**src/rtl/uart_core_if.sv**
```systemverilog
// Decoder-facing byte channels of the UART: transmit request and receive data.
interface uart_core_if;
  logic [7:0] DataIn;
  logic       DataInValid;
  logic       DataInReady;
  logic [7:0] DataOut;
  logic       DataOutValid;
  logic       DataOutReady;

  modport master (
    output DataIn, DataInValid, DataOutReady,
    input  DataInReady, DataOut, DataOutValid
  );

  modport slave (
    input  DataIn, DataInValid, DataOutReady,
    output DataInReady, DataOut, DataOutValid
  );
endinterface

```
**src/rtl/uart_core.sv**
```systemverilog
// 8N1 UART engine: serializes handed-over bytes onto SOut and deserializes
// SIn frames into a single-entry receive register with valid/ready.
module uart_core #(
  parameter int ClockFreq = 100_000_000,
  parameter int BaudRate  = 115_200
) (
  input  logic        Clock,
  input  logic        Reset_n,
  uart_core_if.slave  bus,
  input  logic        SIn,
  output logic        SOut
);
  localparam int SymbolEdgeTime = ClockFreq / BaudRate;
  localparam int HalfSymbol     = SymbolEdgeTime / 2;
  localparam int CW             = (SymbolEdgeTime > 1) ? $clog2(SymbolEdgeTime) : 1;
  localparam logic [CW-1:0] CYC_LAST  = CW'(SymbolEdgeTime - 1);
  localparam logic [CW-1:0] HALF_LAST = CW'(HalfSymbol - 1);

  // ---------------- transmitter ----------------
  typedef enum logic {TX_IDLE, TX_SEND} tx_e;

  tx_e           tx_state_q, tx_state_d;
  logic [9:0]    tx_frame_q, tx_frame_d;
  logic [3:0]    tx_bit_q,   tx_bit_d;
  logic [CW-1:0] tx_cyc_q,   tx_cyc_d;
  logic          sout_q,     sout_d;

  assign bus.DataInReady = (tx_state_q == TX_IDLE);
  assign SOut            = sout_q;

  // TX next state; SOut is registered from the next-state frame/bit so the
  // start bit appears on the same edge that leaves idle.
  always_comb begin
    tx_state_d = tx_state_q;
    tx_frame_d = tx_frame_q;
    tx_bit_d   = tx_bit_q;
    tx_cyc_d   = tx_cyc_q;
    sout_d     = 1'b1;
    case (tx_state_q)
      TX_IDLE: begin
        if (bus.DataInValid) begin
          tx_frame_d = {1'b1, bus.DataIn, 1'b0};
          tx_bit_d   = 4'd0;
          tx_cyc_d   = '0;
          tx_state_d = TX_SEND;
        end
      end
      TX_SEND: begin
        if (tx_cyc_q == CYC_LAST) begin
          tx_cyc_d = '0;
          if (tx_bit_q == 4'd9) tx_state_d = TX_IDLE;
          else                  tx_bit_d   = tx_bit_q + 4'd1;
        end else begin
          tx_cyc_d = tx_cyc_q + CW'(1);
        end
      end
      default: tx_state_d = TX_IDLE;
    endcase
    if (tx_state_d == TX_SEND) sout_d = tx_frame_d[tx_bit_d];
  end

  // TX state register
  always_ff @(posedge Clock or negedge Reset_n) begin
    if (!Reset_n) begin
      tx_state_q <= TX_IDLE;
      tx_frame_q <= '0;
      tx_bit_q   <= '0;
      tx_cyc_q   <= '0;
      sout_q     <= 1'b1;
    end else begin
      tx_state_q <= tx_state_d;
      tx_frame_q <= tx_frame_d;
      tx_bit_q   <= tx_bit_d;
      tx_cyc_q   <= tx_cyc_d;
      sout_q     <= sout_d;
    end
  end

  // ---------------- receiver ----------------
  typedef enum logic [1:0] {RX_IDLE, RX_START, RX_DATA, RX_STOP} rx_e;

  logic [1:0]    sync_q;
  logic          sin_s;
  rx_e           rx_state_q, rx_state_d;
  logic [3:0]    rx_bit_q,   rx_bit_d;
  logic [CW-1:0] rx_cyc_q,   rx_cyc_d;
  logic [7:0]    rx_shift_q, rx_shift_d;
  logic [7:0]    dout_q,     dout_d;
  logic          dval_q,     dval_d;

  assign sin_s            = sync_q[1];
  assign bus.DataOut      = dout_q;
  assign bus.DataOutValid = dval_q;

  // Two-flop synchronizer; idles high so reset never looks like a start bit
  always_ff @(posedge Clock or negedge Reset_n) begin
    if (!Reset_n) sync_q <= 2'b11;
    else          sync_q <= {sync_q[0], SIn};
  end

  // RX next state; a consume in the stop-sample cycle frees the register
  // before the new byte is considered, so it loads instead of overrunning.
  always_comb begin
    rx_state_d = rx_state_q;
    rx_bit_d   = rx_bit_q;
    rx_cyc_d   = rx_cyc_q;
    rx_shift_d = rx_shift_q;
    dout_d     = dout_q;
    dval_d     = dval_q;
    if (bus.DataOutReady) dval_d = 1'b0;
    case (rx_state_q)
      RX_IDLE: begin
        rx_cyc_d = '0;
        if (!sin_s) rx_state_d = RX_START;
      end
      RX_START: begin
        if (rx_cyc_q == HALF_LAST) begin
          rx_cyc_d   = '0;
          rx_bit_d   = 4'd0;
          rx_state_d = sin_s ? RX_IDLE : RX_DATA;
        end else begin
          rx_cyc_d = rx_cyc_q + CW'(1);
        end
      end
      RX_DATA: begin
        if (rx_cyc_q == CYC_LAST) begin
          rx_cyc_d   = '0;
          rx_shift_d = {sin_s, rx_shift_q[7:1]};
          if (rx_bit_q == 4'd7) rx_state_d = RX_STOP;
          else                  rx_bit_d   = rx_bit_q + 4'd1;
        end else begin
          rx_cyc_d = rx_cyc_q + CW'(1);
        end
      end
      RX_STOP: begin
        if (rx_cyc_q == CYC_LAST) begin
          rx_cyc_d   = '0;
          rx_state_d = RX_IDLE;
          if (sin_s && !dval_d) begin
            dout_d = rx_shift_q;
            dval_d = 1'b1;
          end
        end else begin
          rx_cyc_d = rx_cyc_q + CW'(1);
        end
      end
      default: rx_state_d = RX_IDLE;
    endcase
  end

  // RX state register
  always_ff @(posedge Clock or negedge Reset_n) begin
    if (!Reset_n) begin
      rx_state_q <= RX_IDLE;
      rx_bit_q   <= '0;
      rx_cyc_q   <= '0;
      rx_shift_q <= '0;
      dout_q     <= '0;
      dval_q     <= 1'b0;
    end else begin
      rx_state_q <= rx_state_d;
      rx_bit_q   <= rx_bit_d;
      rx_cyc_q   <= rx_cyc_d;
      rx_shift_q <= rx_shift_d;
      dout_q     <= dout_d;
      dval_q     <= dval_d;
    end
  end
endmodule

```
**src/flat_wrapper.sv**
```systemverilog
// flat-port wrapper written by rule: the top's interface ports become plain ports
module uart_core_flat 
#(
  parameter int ClockFreq = 100_000_000,
  parameter int BaudRate  = 115_200
)
  (Clock, Reset_n, SIn, SOut, bus_DataIn, bus_DataInValid, bus_DataOutReady, bus_DataInReady, bus_DataOut, bus_DataOutValid);
  uart_core_if bus_i ();
  input  logic Clock;
  input  logic Reset_n;
  input  logic SIn;
  output logic SOut;
  input wire logic [$bits(bus_i.DataIn)-1:0] bus_DataIn;
  input wire logic [$bits(bus_i.DataInValid)-1:0] bus_DataInValid;
  input wire logic [$bits(bus_i.DataOutReady)-1:0] bus_DataOutReady;
  output wire logic [$bits(bus_i.DataInReady)-1:0] bus_DataInReady;
  output wire logic [$bits(bus_i.DataOut)-1:0] bus_DataOut;
  output wire logic [$bits(bus_i.DataOutValid)-1:0] bus_DataOutValid;
  assign bus_i.DataIn = bus_DataIn;
  assign bus_i.DataInValid = bus_DataInValid;
  assign bus_i.DataOutReady = bus_DataOutReady;
  assign bus_DataInReady = bus_i.DataInReady;
  assign bus_DataOut = bus_i.DataOut;
  assign bus_DataOutValid = bus_i.DataOutValid;
  uart_core #(.ClockFreq(ClockFreq), .BaudRate(BaudRate)) u_core (.Clock(Clock), .Reset_n(Reset_n), .bus(bus_i), .SIn(SIn), .SOut(SOut));
endmodule
```
**config.mk**
```make
export PLATFORM = sky130hd
export DESIGN_NAME = uart_core_flat
export DESIGN_NICKNAME = d
export VERILOG_FILES = /design/src/rtl/uart_core_if.sv /design/src/rtl/uart_core.sv /design/src/flat_wrapper.sv
export SDC_FILE = /design/constraint.sdc
export NUM_CORES = 1
export LEC_CHECK = 0
export ABC_AREA = 1
export CAP_MARGIN = 10
export CORE_UTILIZATION = 62
export DETAILED_ROUTE_END_ITERATION = 6
export MAX_ROUTING_LAYER = met4
export PLACE_DENSITY = 0.84
export SYNTH_ARGS = -nofsm -noshare
export SYNTH_HDL_FRONTEND = slang
export SYNTH_SLANG_ARGS = --single-unit
```
**constraint.sdc**
```tcl
create_clock -name Clock -period 4.29 [get_ports Clock]
set_clock_uncertainty 0.1 [all_clocks]
set_input_delay 0.429 -clock Clock [delete_from_list [all_inputs] [get_ports Clock]]
set_output_delay 0.429 -clock Clock [all_outputs]
set_load 0.02 [all_outputs]
```
==> impl_metrics.tcl <==
set metrics [dict create \
    maxCapViolations 0 \
    std_cell_rows 25 \
    via_count 2415 \
    drtPass1Iterations 4 \
    worstSkewPairLatency_ps 350 \
    fp.dieW_um 72.15 \
    cp-start-kind "flop" \
    status "completed" \
    grt_pass1_wl_um 10160 \
    tightest_slew_ps 739.1 \
    end_kind "output port" \
    hold_class "in -> async" \
    setup_tns_ps 0 \
    portBuffers 23 \
    stdcell_area_um2 3538 \
    async_reset_ff_frac 1.000 \
    ys_seq_area_frac 0.5016 \
    die_area_um2 5205 \
    ctsHoldBuffers 0 \
    critPathKind "reg -> out" \
    p_per_area_nw_per_um2 472.3 \
    dpl_worst_slack_ps 2085 \
    drv_slew 0 \
    synthesis.instances 351 \
    overflow 0 \
    synth_nets 370 \
    fin_crit_ps 2283 \
    drt_iter0_drc 178 \
    clock_sinks 61 \
    place_congestion 0.9525 \
    yosys_warnings 0 \
    grt_pass1_vias 2333 \
    finalNetCount 401 \
    hold_viol_final 0 \
    rsz0062_at_grt "no" \
    grt_max_degree 62 \
    finalSetupViolCount 0 \
    postCtsSetupBuffers 0 \
    synth.avg_cell_area_um2 8.691 \
    clockBufferDepth 2 \
    place_area_um2 3341 \
    clkSlewWorstSetupHoldPaths_ps 70 \
    relSlewSlack 0.5073 \
    leakage_nw 1.699 \
    initial_utilization 0.6458 \
    synth-edff-count 0 \
    cts_made_buffers 9 \
    fin_ws_ps 2007 \
    ir_drop_v 0.0004031 \
    slowest_delay_ps 620 \
    antenna_cells 0 \
    worstPathArrival_ps 1750 \
    drc 0 \
    tritoncts "built" \
    core-area_um2 4723 \
    fill_cells 315 \
    synthDistinctLibCells 39 \
    required_ps 3760 \
    post_cts_resized 0 \
    grtUsageTotal 0.2693 \
    viasPerCell 5.319 \
    fmax_mhz 438.0 \
    pin_count 24 \
    cts_max_level 3 \
    drt-wirelength-per-cell_um 13.16 \
    crit_chain "inv_1, clkdlybuf4s50_1" \
    drive_above_1_share 0.1421 \
    finalCritPeriodShare 0.5322 \
    antenna_found_initial 0 \
    ant_nets 0 \
    synthesis.area_um2 3050 \
    final_util 0.7491 \
    synth-seq-cells 61 \
    cp_max_fo 9 \
    root_buffer "clkbuf_8" \
    dieHeight_um 72.15 \
    synthFlopType "dfrtp_1" \
    totalWireLength_um 5976 \
    cp_slowest_cell "dfrtp_1" \
    areaGrowthSynthToFinish_pct 16.00 \
    hpwl_um 4173 \
]
==> cell type report <==
cell class / count / area (um^2) / area share
Sequential cell: 61 / 1530 / 0.4325
Clock buffer: 9 / 123.9 / 0.03501
Inverter: 59 / 224.0 / 0.06330
Tap cell: 67 / 83.83 / 0.02369
Multi-Input combinational cell: 227 / 1270 / 0.3589
Clock inverter: 7 / 73.82 / 0.02086
Timing Repair Buffer: 24 / 232.7 / 0.06577
==> logic make-up (layout without fill, tap and decap cells) <==
| kind of cell | count (synthesis) | after routing | synth area share |
|---|---|---|---|
| compound gates | 56 | 56 | 0.1030 |
| buf+inv | 63 | 99 | 0.08203 |
| fa+ha+maj | 6 | 6 | 0.02461 |
| flops | 61 | 61 | 0.5016 |
| xor+xnor | 11 | 11 | 0.03159 |
| mux | 1 | 1 | 0.003691 |
| simple gates | 153 | 153 | 0.2535 |
==> report_power, final <==
part	internal [mW]	leakage (nW)	total [mW]	switching (mW)
sequential	0.659	0.770	0.745	0.0861
combinational	0.159	0.829	0.411	0.252
clock	0.271	0.100	0.516	0.245
total	1.09	1.70	1.67	0.583
==> metrics by stage <==
step / std cells / power [mW] / hold slack (ps)
2_1_floorplan: 351 / 1.049 / 33.41
3_3_place_gp: 438 / 1.144 / 246.4
5_1_grt: 454 / 1.772 / 190.0
4_1_cts: 454 / 1.679 / 146.7
6_report: 454 / 1.671 / 121.1
3_5_place_dp: 438 / 1.161 / 247.2
==> layer usage <==
metal  GRT usage  part of all wire
met3     0.06667             0.034
met1      0.3098              0.45
met2      0.4320              0.49
met4      0.1503             0.026
met5           -                 0
==> synthesized netlist by cell type, types with 4 or more instances <==
cell type | instances | area [um^2]
nand2_1 | 68 | 255.2
dfrtp_1 | 58 | 1451
inv_1 | 52 | 195.2
o21ai_0 | 32 | 160.2
nand3_1 | 28 | 140.1
nor2_1 | 19 | 71.32
or2_2 | 9 | 56.30
a21oi_1 | 8 | 40.04
xor2_1 | 8 | 70.07
ha_1 | 6 | 75.07
nor3_1 | 5 | 25.02
o22ai_1 | 5 | 31.28
inv_2 | 4 | 15.01
nand2_2 | 4 | 25.02
nand3_2 | 4 | 40.04
nand4_1 | 4 | 25.02
==> worst paths after layout <==
path / startpoint / to / slack [ps] / depth (start not counted)
min in group Clock: u_core.sync_q[0] / u_core.sync_q[1] / 260 / 0
worst max register to register: u_core.tx_bit_q[0] / u_core.SOut / 2390 / 13
worst max-delay path: u_core.tx_state_q / bus_DataInReady / 2010 / 2
worst min-delay path: Reset_n / u_core.rx_cyc_q[8] / 120 / 2
worst min register to register: u_core.sync_q[0] / u_core.sync_q[1] / 260 / 0
max in group asynchronous: Reset_n / u_core.tx_cyc_q[8] / 3480 / 2
==> state kept, by name, summed over array words and instances, names as in the netlist, named ones only <==
| signal | flops |
|---|---|
| u_core.tx_bit_q | 4 |
| u_core.SOut | 1 |
| u_core.rx_bit_q | 4 |
| u_core.sync_q | 2 |
| u_core.tx_cyc_q | 10 |
| u_core.rx_shift_q | 8 |
| u_core.tx_frame_q | 10 |
| u_core.rx_cyc_q | 10 |
| u_core.bus.DataOutValid | 1 |
| u_core.tx_state_q | 1 |
| u_core.bus.DataOut | 8 |
| u_core.rx_state_q | 1 |
==> critical path, delay by kind of cell, from the launching register on <==
family / cells / cell delay (ps)
buffers and inverters: 2 / 780
DFF: 1 / 620
==> layout by cell type, fill, tap and decap left out, drive strengths merged, types with 2 or more instances in the layout <==
cell type       n
o32ai           2
o22ai           5
nand4           4
inv            58
nand2          75
clkdlybuf4s50  22
a21oi           8
o31ai           3
clkbuf          9
xnor2           3
nor2           24
o21ai          33
nor4            2
xor2            8
ha              6
nand3          32
or2             9
dfstp           3
dfrtp          58
buf             2
clkinv          6
nor3            6
Note: power is estimated with default switching activity, not from simulation.
